### config.mk
export PLATFORM = sky130hd
export DESIGN_NAME = branch_resolve_ctrl
export DESIGN_NICKNAME = d
export VERILOG_FILES = /design/src/rtl/branch_resolve_ctrl.sv
export SDC_FILE = /design/constraint.sdc
export NUM_CORES = 1
export LEC_CHECK = 0
export BUFFER_PORTS_ARGS = -buffer_cell sky130_fd_sc_hd__buf_2
export CAP_MARGIN = 25
export CORE_UTILIZATION = 59
export DETAILED_ROUTE_END_ITERATION = 16
export HOLD_SLACK_MARGIN = 0.06
export PLACE_DENSITY = 0.87
export SYNTH_ARGS = -nofsm -noshare
export SYNTH_HDL_FRONTEND = slang
export SYNTH_SLANG_ARGS = --single-unit
### constraint.sdc
create_clock -name clk -period 7.25 [get_ports clk]
set_input_delay 1.8125 -clock clk [delete_from_list [all_inputs] [get_ports clk]]
set_output_delay 1.8125 -clock clk [all_outputs]
set_load 0.005 [all_outputs]
### src/rtl/branch_resolve_ctrl.sv
// rtl/branch_resolve_ctrl.sv - conditional branch resolver sharing the ALU subtractor
module branch_resolve_ctrl #(
  parameter int ALU_TIMEOUT = 15
) (
  input  logic        clk,
  input  logic        reset,
  input  logic        flush,
  input  logic        br_valid,
  output logic        br_ready,
  input  logic [2:0]  br_op,
  input  logic [31:0] br_rs,
  input  logic [31:0] br_rt,
  input  logic [31:0] br_pc,
  input  logic [15:0] br_imm,
  output logic        alu_req,
  input  logic        alu_gnt,
  output logic [31:0] alu_a,
  output logic [31:0] alu_b,
  input  logic        alu_done,
  input  logic [1:0]  cmp_flags,
  output logic        res_valid,
  input  logic        res_ready,
  output logic        res_taken,
  output logic [31:0] res_target,
  output logic        res_err
);

  typedef enum logic [1:0] {
    IDLE = 2'd0,
    REQ  = 2'd1,
    WAIT = 2'd2,
    RESP = 2'd3
  } state_t;

  localparam logic [2:0] OP_BEQ  = 3'b000;
  localparam logic [2:0] OP_BNE  = 3'b001;
  localparam logic [2:0] OP_BLTZ = 3'b010;
  localparam logic [2:0] OP_BGEZ = 3'b011;
  localparam logic [2:0] OP_BLEZ = 3'b100;
  localparam logic [2:0] OP_BGTZ = 3'b101;

  // Last counter value before the REQ+WAIT budget is exhausted.
  localparam logic [7:0] TO_LAST = 8'(ALU_TIMEOUT - 1);

  state_t      state, state_n;
  logic [7:0]  cnt, cnt_n;
  logic [2:0]  op_q;
  logic [31:0] pc_q;
  logic [15:0] imm_q;

  logic        br_ready_n, alu_req_n, res_valid_n, res_taken_n, res_err_n;
  logic [31:0] alu_a_n, alu_b_n, res_target_n;

  logic        accept;
  logic        op_legal;
  logic        cond_taken;
  logic        timeout_hit;
  logic [31:0] pc_plus4;
  logic [31:0] pc_branch;

  // Flush blocks acceptance even though br_ready is a registered output.
  assign accept      = br_valid & br_ready & ~flush;
  assign op_legal    = (br_op != 3'b110) && (br_op != 3'b111);
  assign timeout_hit = (cnt == TO_LAST);
  assign pc_plus4    = pc_q + 32'd4;
  assign pc_branch   = pc_plus4 + {{14{imm_q[15]}}, imm_q, 2'b00};

  // Classify comparator flags against the latched opcode.
  always_comb begin
    cond_taken = 1'b0;
    case (op_q)
      OP_BEQ:  cond_taken = (cmp_flags == 2'b01);
      OP_BNE:  cond_taken = cmp_flags[1];
      OP_BLTZ: cond_taken = (cmp_flags == 2'b10);
      OP_BGEZ: cond_taken = cmp_flags[0];
      OP_BLEZ: cond_taken = (cmp_flags == 2'b10) || (cmp_flags == 2'b01);
      OP_BGTZ: cond_taken = (cmp_flags == 2'b11);
      default: cond_taken = 1'b0;
    endcase
  end

  // Next-state and next registered output values.
  always_comb begin
    state_n      = state;
    cnt_n        = cnt;
    br_ready_n   = 1'b0;
    alu_req_n    = alu_req;
    alu_a_n      = alu_a;
    alu_b_n      = alu_b;
    res_valid_n  = res_valid;
    res_taken_n  = res_taken;
    res_target_n = res_target;
    res_err_n    = res_err;

    if (flush) begin
      state_n     = IDLE;
      cnt_n       = 8'd0;
      alu_req_n   = 1'b0;
      res_valid_n = 1'b0;
      br_ready_n  = 1'b1;
    end else begin
      case (state)
        IDLE: begin
          br_ready_n = 1'b1;
          if (accept) begin
            br_ready_n = 1'b0;
            if (op_legal) begin
              state_n   = REQ;
              cnt_n     = 8'd0;
              alu_req_n = 1'b1;
              alu_a_n   = br_rs;
              alu_b_n   = (br_op == OP_BEQ || br_op == OP_BNE) ? br_rt : 32'd0;
            end else begin
              state_n      = RESP;
              res_valid_n  = 1'b1;
              res_taken_n  = 1'b0;
              res_err_n    = 1'b1;
              res_target_n = br_pc + 32'd4;
            end
          end
        end
        REQ: begin
          cnt_n = cnt + 8'd1;
          // Timeout wins over a late grant so the budget is never exceeded.
          if (timeout_hit) begin
            state_n      = RESP;
            alu_req_n    = 1'b0;
            res_valid_n  = 1'b1;
            res_taken_n  = 1'b0;
            res_err_n    = 1'b1;
            res_target_n = pc_plus4;
          end else if (alu_gnt) begin
            state_n   = WAIT;
            alu_req_n = 1'b0;
          end
        end
        WAIT: begin
          cnt_n = cnt + 8'd1;
          if (alu_done) begin
            state_n      = RESP;
            res_valid_n  = 1'b1;
            res_err_n    = (cmp_flags == 2'b00);
            res_taken_n  = (cmp_flags != 2'b00) && cond_taken;
            res_target_n = ((cmp_flags != 2'b00) && cond_taken) ? pc_branch : pc_plus4;
          end else if (timeout_hit) begin
            state_n      = RESP;
            res_valid_n  = 1'b1;
            res_taken_n  = 1'b0;
            res_err_n    = 1'b1;
            res_target_n = pc_plus4;
          end
        end
        RESP: begin
          if (res_ready) begin
            state_n     = IDLE;
            res_valid_n = 1'b0;
            br_ready_n  = 1'b1;
          end
        end
        default: state_n = IDLE;
      endcase
    end
  end

  // State, counter and output registers.
  always_ff @(posedge clk) begin
    if (reset) begin
      state      <= IDLE;
      cnt        <= 8'd0;
      br_ready   <= 1'b0;
      alu_req    <= 1'b0;
      alu_a      <= 32'd0;
      alu_b      <= 32'd0;
      res_valid  <= 1'b0;
      res_taken  <= 1'b0;
      res_target <= 32'd0;
      res_err    <= 1'b0;
    end else begin
      state      <= state_n;
      cnt        <= cnt_n;
      br_ready   <= br_ready_n;
      alu_req    <= alu_req_n;
      alu_a      <= alu_a_n;
      alu_b      <= alu_b_n;
      res_valid  <= res_valid_n;
      res_taken  <= res_taken_n;
      res_target <= res_target_n;
      res_err    <= res_err_n;
    end
  end

  // Branch context captured at acceptance for flag classification and targets.
  always_ff @(posedge clk) begin
    if (reset) begin
      op_q  <= 3'd0;
      pc_q  <= 32'd0;
      imm_q <= 16'd0;
    end else if (accept) begin
      op_q  <= br_op;
      pc_q  <= br_pc;
      imm_q <= br_imm;
    end
  end

endmodule

==> run metrics, run 1 <==
Critical Path RT around 7.6 ns; Final Cycle Share between 60 and 70%; buffers plus inverters on the worst setup path 0; WL met2 14010 um; crit-path max cell delay 0.50 ns; Post-CTS Setup Bufs 0; Syn Area/Cell 7.448 um^2; Mapped Cells 1276; # clock sinks 162; RSZ-0062 raised after global routing no; Multi-input gate area about 5900 um^2; Die W around 130 um; worst-skew pair later-pin latency 0.44 ns; Clk pwr share between 40% and 50%; DR WL/cell 17.92 um; critical path arrival 4.75 ns; DRT Pass-1 Iters 9; setup TNS 0 ns; LEAKAGE 4.699 nW; Tot GR Track Use 35.43%; top cell type by total area after synthesis dfxtp_1; power per standard cell area 188.4 nW/um^2; CP delay by family, top simple AND/OR/NAND/NOR gates; Slew Limit Fails 0; Net Sw Power ~0.59 mW; Critical R2R Launch pc_q[2]; register area 3243 um^2; Routed WL 30120 um; Fmax ~230 MHz; initial antenna violation count 1; Max rail drop VDD 0.0001618 V; Clock transition at path regs about 0.070 ns; Die Y 128.9 um; site row count 46; WL met3 2744 um; cts-stage hold buffer count 0; fillers between 1000 and 1500; first-pass GRT wire length 45900 um; post-synth top area share between 30% and 40%; Slew HR 30.37%; start point of the worst min-delay path alu_b[31]; total power 2.127 mW; via/cell ratio 6.146; crit-path cells ha_1 > nand4_1 > nor2_1 > nand2_1 > nor2_1 > xor2_1 > ha_1 > a21oi_1 > o21ai_0 > a311oi_1 > nand3_1 > nand2_1 > xor2_1 > o211ai_1 > nand2_1 > a2111oi_2; vias post-DR 10332; combinational share of power between 10% and 20%; final setup margin roughly 2.8 ns; Total Nets Final 1623; Starting DRT DRC Count roughly 1200; Initial Utilization 60.05%; number of synthesized flops with an enable pin 0; core box area between 15000 and 20000 um^2; Critical path origin pc_q[2]; WS Path Type flop to flop; Worst Path Max Fanout 7; share of cells above drive strength 1 19.74%; Post-Place Setup Slack 2.744 ns; htree depth 4; area of the mapped netlist 9504 um^2; Final Util approximately 70%; post-DP HPWL approximately 21000 um; Max Used Layer met4; grt ovf 0; Max clock buf depth 2; area delta synth->final 18.83%; gpl congestion 0.9755; Sequential Power Share 44.1%; Worst Setup Start Kind flop; Most used DFF post-synth dfxtp_1; pin count of the biggest net entering global routing 86; CP Capture Type flop; root buf cell clkbuf_16; Synth area leaders dfxtp_1 34%, nand2_1 12%, a21oi_1 9.8%; net count after synthesis 1447; Hold Crit Class flop to flop; register area share after synthesis 34.12%; Netlist cell types 70; outcome finished, final reports clean; total die area 16620 um^2; final setup vio count 0; TritonCTS Buffers 17; Net Sw Frac 27.68%; Clock Skews 0.009199 ns; minimum clock period about 4.4 ns; worst-margin pin slew 1.041 ns; drc violations 0; Port Buf Inserts 224; post_cts resized 0; hold slack between 0.4 and 0.5 ns; max-cap viol count 0; Internal Power between 1.5 and 2 mW; vias in the first global route 9157; antenna-violating nets left 0; FF+latch count, synth 162; slowest CP cell dfxtp_1; final hold violations 0; CTS tree built; Ys Warns 0; asr flop ratio synth 0%; Crit path top cell by count nand2_1; Metal-1 WL 12050 um; I/O pins 225
-- cells in the final DEF, fill, tap and decap left out, types with 7 or more instances in the layout --
master and n:
a21o_1 12, o21ai_0 35, dfxtp_1 162, nor2_1 74
nand2_1 294, and4_1 9, a211oi_1 10, a221o_1 10
a21oi_1 187, o211ai_1 9, xor2_1 38, buf_4 10
nand4_1 19, a31oi_1 8, buf_2 223, a221oi_1 15
inv_1 23, o22ai_1 9, clkbuf_16 17, and3_1 14
nand3b_1 7, ha_1 46, and2_1 7, xnor2_1 47
nor3_1 18, nand3_1 71
-- registers in the layout (all words and copies together), names as in the netlist --
| signal | flops |
|---|---|
| res_target | 32 |
| imm_q | 16 |
| cnt | 8 |
| pc_q | 32 |
| br_ready | 1 |
| res_taken | 1 |
| state | 2 |
| op_q | 3 |
| alu_a | 32 |
| alu_b | 32 |
| res_valid | 1 |
| res_err | 1 |
| alu_req | 1 |
-- worst paths after layout --
| kind | endpoint | slack [ns] | cells past startpoint |
|---|---|---|---|
| hold reg to reg | alu_b[31] | 0.45 | 2 |
| setup / recovery | res_target[23] | 2.83 | 16 |
| setup reg to reg | res_target[23] | 2.83 | 16 |
| hold / removal | alu_b[31] | 0.45 | 2 |
-- layer usage --
layer	GRT usage (%)	vias up
met2	55.48	628
li1	-	4813
met5	0	-
met3	5.322	105
met4	17.85	0
met1	47.53	4786
-- synth_stat cells (2+ instances only) --
cell	count
xor2_1	38
o21a_1	5
or2_2	3
o2111ai_1	2
nor2_1	76
a221oi_1	15
clkbuf_1	58
nand3_1	72
nand4_1	19
o21ai_1	2
a31oi_1	8
or3_1	3
dfxtp_1	162
o211ai_1	9
ha_1	46
and2_1	7
nor2b_1	5
a22oi_1	2
nor3_1	18
nand3b_1	7
xnor2_1	47
buf_2	7
a311oi_1	2
o21bai_1	5
buf_4	3
and4_1	9
inv_1	23
a221o_1	10
a21oi_1	187
a211oi_1	10
o21ai_0	35
or4_1	2
and3_1	15
buf_1	6
a21o_1	12
mux2i_1	5
a31o_2	2
a211o_1	2
o221ai_1	2
o22ai_1	9
nand2_1	294
nor4_1	3
buf_6	2
-- worst reg2reg max path, stage by stage (launching register included) --
cell	delay, ns
dfxtp_1	0.50
ha_1	0.27
nand4_1	0.14
nor2_1	0.49
nand2_1	0.37
nor2_1	0.21
xor2_1	0.23
ha_1	0.37
a21oi_1	0.23
o21ai_0	0.18
a311oi_1	0.27
nand3_1	0.11
nand2_1	0.22
xor2_1	0.12
o211ai_1	0.18
nand2_1	0.09
a2111oi_2	0.34
-- layout make-up --
cell class                      count  area share (%)
Timing Repair Buffer              235           10.90
Clock inverter                     13           1.440
Clock buffer                       18           3.889
Tap cell                          216           2.393
Inverter                           23          0.7645
Antenna cell                        1         0.02216
Sequential cell                   162           28.72
Multi-Input combinational cell   1013           51.87
-- stage by stage --
stage,area (um^2),instances
2_1_floorplan,9504,1276
3_3_place_gp,10650,1647
3_5_place_dp,10670,1648
4_1_cts,11270,1679
5_1_grt,11290,1681
6_report,11290,1681
-- power by group through the flow --
stage | registers (mW) | clock network [mW] | logic, mW
2_1_floorplan | 0.951 | 0 | 0.144
3_3_place_gp | 0.955 | 0 | 0.233
3_5_place_dp | 0.956 | 0 | 0.238
4_1_cts | 0.936 | 0.945 | 0.241
5_1_grt | 0.939 | 0.977 | 0.270
6_report | 0.937 | 0.942 | 0.248
-- cells by family (layout without fill, tap and decap cells) --
logic type	Yosys count	count (layout)	share of synthesized area, %
other	0	1	0
adder cells (fa/ha/maj)	47	47	6.266
AND/OR/NAND/NOR	541	541	25.24
XOR/XNOR	85	85	7.833
multiplexers	7	7	0.8820
flip-flops	162	162	34.12
AO/OA/AOI/OAI	333	333	21.25
buffers and inverters	101	289	4.410
No activity file was read; power rests on OpenSTA's default activity.
==> run 2, diff against run 1 <==
--- a/config.mk
+++ b/config.mk
@@ -5,12 +5,13 @@
 export SDC_FILE = /design/constraint.sdc
 export NUM_CORES = 1
 export LEC_CHECK = 0
+export ABC_AREA = 1
 export BUFFER_PORTS_ARGS = -buffer_cell sky130_fd_sc_hd__buf_2
 export CAP_MARGIN = 25
-export CORE_UTILIZATION = 59
+export CORE_UTILIZATION = 56
 export DETAILED_ROUTE_END_ITERATION = 16
 export HOLD_SLACK_MARGIN = 0.06
-export PLACE_DENSITY = 0.87
+export PLACE_DENSITY = 0.81
 export SYNTH_ARGS = -nofsm -noshare
 export SYNTH_HDL_FRONTEND = slang
 export SYNTH_SLANG_ARGS = --single-unit
==> constraint.sdc (replaced) <==
create_clock -name clk -period 4.3 [get_ports clk]
set_input_delay 1.075 -clock clk [delete_from_list [all_inputs] [get_ports clk]]
set_output_delay 1.075 -clock clk [all_outputs]
set_load 0.005 [all_outputs]
==> run metrics, run 2 <==
register area share after synthesis 29.98% (-4.1 points); gpl congestion 0.9983 (+2.3%); Internal Power 2.572 mW (+67%); final setup margin 0.6538 ns (-2.180 ns); LEAKAGE 6.162 nW (+31%); pin count of the biggest net entering global routing 67 (-22%); Net Sw Power 1.274 mW (+120%); commonest non-fill, non-tap cell in the layout nand2_1; site row count 50 (+8.7%); Max rail drop VDD 0.0002869 V (+77%); FF+latch count, synth 162 (unchanged); core box area 18830 um^2 (+19%); top cell type by total area after synthesis dfxtp_1; total die area 19880 um^2 (+20%); vias in the first global route 11415 (+25%); DRT Pass-1 Iters 6 (-3); I/O pins 225 (unchanged); via/cell ratio 5.700 (-7.3%); final hold violations 0 (unchanged); Net Sw Frac 33.13% (+5.5 points); Clk pwr share 41.1% (-3.2 points); CTS tree built; Clock Skews 0.01537 ns (+0.006176 ns); CP endpoint res_target[23]; most common cell in the synthesized netlist nand2_1; Post-synth top cells 418 x nand2_1, 212 x nor2_1, 173 x inv_1, 168 x a21oi_1, 162 x dfxtp_1; vias post-DR 12426 (+20%); asr flop ratio synth 0% (unchanged); share of cells above drive strength 1 17.14% (-2.6 points); grt ovf 0 (unchanged); RSZ-0062 raised after global routing no; final setup vio count 0 (unchanged); Slew Limit Fails 0 (unchanged); Port Buf Inserts 224 (unchanged); Die W 141.0 um (+9.4%); critical path arrival 4.02 ns (-0.73 ns); initial antenna violation count 0 (-1); Syn Area/Cell 6.293 um^2 (-16%); outcome finished, final reports clean; max-cap viol count 0 (unchanged); Tot GR Track Use 37.90% (+2.5 points); area of the mapped netlist 10820 um^2 (+14%); Clock transition at path regs 0.07 ns (about the same); Routed WL 37670 um (+25%); Critical R2R Launch pc_q[2]; net count after synthesis 1890 (+31%); Worst R2R Setup Slack 0.65 ns (-2.18 ns); total power 3.846 mW (+81%); Worst Setup Start Kind flop; # clock sinks 162 (unchanged); first-pass GRT wire length 59240 um (+29%); cts-stage hold buffer count 0 (unchanged); Die Y 141.0 um (+9.4%); Fmax 274.3 MHz (+21%); Netlist cell types 54 (-23%); Max clock buf depth 2 (unchanged); CP Capture Type flop; Ys Warns 0 (unchanged); power per standard cell area 302.7 nW/um^2 (+61%); most frequent cells in the layout 418 x nand2_1, 224 x buf_2, 210 x nor2_1; Initial Utilization 57.45% (-2.6 points); worst-skew pair later-pin latency 0.45 ns (about the same); htree depth 4 (unchanged); fin cells 2180 (+30%); worst-margin pin slew 0.9998 ns (-0.04078 ns); root buf cell clkbuf_16; TritonCTS Buffers 17 (unchanged); Total Nets Final 2078 (+28%); worst flop-to-flop path endpoint res_target[23]; area delta synth->final 17.44%; fillers 1766 (+41%); combinational share of power 17.0% (+5.3 points); Slew HR 32.99% (+2.6 points); post-synth top area share 29.98% (-4.1 points); minimum clock period 3.646 ns (-0.7697 ns); antenna-violating nets left 0 (unchanged); Sequential Power Share 41.9% (-2.2 points); Post-CTS Setup Bufs 0 (unchanged); Mapped Cells 1719 (+35%); Critical path origin pc_q[2]; cell count after placement 2148 (+30%); Hold Crit Class flop to flop; Most used DFF post-synth dfxtp_1; Worst Path Max Fanout 4 (-3); DR WL/cell 17.28 um (-3.6%); drc violations 0 (unchanged); Post-Place Setup Slack 0.7484 ns (-1.995 ns); setup TNS 0 ns (unchanged); number of synthesized flops with an enable pin 0 (unchanged); post-DP HPWL 28540 um (+37%); post_cts resized 0 (unchanged); Critical Path RT 4.67 ns (-2.92 ns); Final Cycle Share 84.80% (+24 points); WS Path Type flop to flop; ant diodes 0 (-1); reg2reg path depth 22 (+6); hold slack 0.4593 ns (+0.009910 ns); Synth area leaders dfxtp_1 30%, nand2_1 15%, a21oi_1 7.8%; Starting DRT DRC Count 1333 (+9.9%)
-- run 2: cell count changes in the layout (fill, tap and decap cells not counted), sizes merged, moves of 10 or more --
cell    delta
o21ai    +128
a221oi    -13
nand3     +46
and3      -16
a221o     -10
a21oi     -17
a211oi    -11
nor2     +149
nand2    +130
inv      +161
xnor2     -39
-- run 2: cell families (layout without fill, tap and decap cells) --
logic type	after synthesis	after routing	share of synthesized area (%)
AND/OR/NAND/NOR	837	837	33.29
adder cells (fa/ha/maj)	47	47	5.505
XOR/XNOR	42	42	3.400
buffers and inverters	253	454	9.149
AO/OA/AOI/OAI	378	378	18.68
flip-flops	162	162	29.98
-- run 2: stage by stage --
| stage | utilization, % | instance area [um^2] |
|---|---|---|
| after global routing | 67.47 | 12700 |
| after floorplan | - | 10820 |
| after CTS | 67.47 | 12700 |
| after global placement | 64.27 | 12100 |
| after detailed placement | 64.27 | 12100 |
| final | 67.47 | 12700 |
-- run 2: worst min path at each step --
stage          slack (ns)        end      start  depth (start not counted)
6_report             0.46    pc_q[1]    pc_q[1]                          2
5_1_grt              0.48  alu_b[11]  alu_b[11]                          2
3_5_place_dp         0.45    pc_q[1]    pc_q[1]                          2
4_1_cts              0.46    pc_q[1]    pc_q[1]                          2
2_1_floorplan        0.43    pc_q[0]    pc_q[0]                          2
3_3_place_gp         0.44    pc_q[0]    pc_q[0]                          2
-- run 2: power groups by stage --
stage | clock, mW | sequential, mW | combinational [mW]
6_report | 1.58 | 1.61 | 0.654
5_1_grt | 1.64 | 1.62 | 0.717
4_1_cts | 1.57 | 1.61 | 0.636
3_5_place_dp | 0 | 1.64 | 0.628
3_3_place_gp | 0 | 1.64 | 0.621
2_1_floorplan | 0 | 1.63 | 0.390
-- run 2: per-layer routing --
layer / up-vias / track usage, % / wire length, um
met5: - / 0 / 0
met4: 0 / 15.05 / 1184
met3: 88 / 6.522 / 3564
met2: 680 / 61.19 / 17080
met1: 5660 / 50.31 / 15840
li1: 5998 / - / -
-- run 2: cell type report --
type	count	area [um^2]	area share (%)
clock buffers	17	425.4	3.348
inverters	183	686.9	5.407
clock inverters	15	177.7	1.398
well taps	260	325.3	2.561
repair buffers	239	1246	9.809
flip-flops and latches	162	3243	25.53
multi-input cells	1304	6600	51.95
-- run 2: critical path, cell delays in order, from the launching register on --
cell and delay (ns):
dfxtp_1 0.40, ha_1 0.20, nand2_1 0.07, inv_2 0.07, nand2_1 0.10, nor3b_2 0.39, xor2_1 0.36, inv_1 0.10
ha_1 0.37, nand2_1 0.11, nor2_1 0.20, inv_1 0.14, nor2_1 0.10, nand2_1 0.06, nand2_1 0.19, nand2_1 0.11
nand3b_1 0.09, nand3_1 0.09, nand2_1 0.08, nand3_1 0.06, nand2_1 0.08, nand2_1 0.05, a21oi_1 0.13
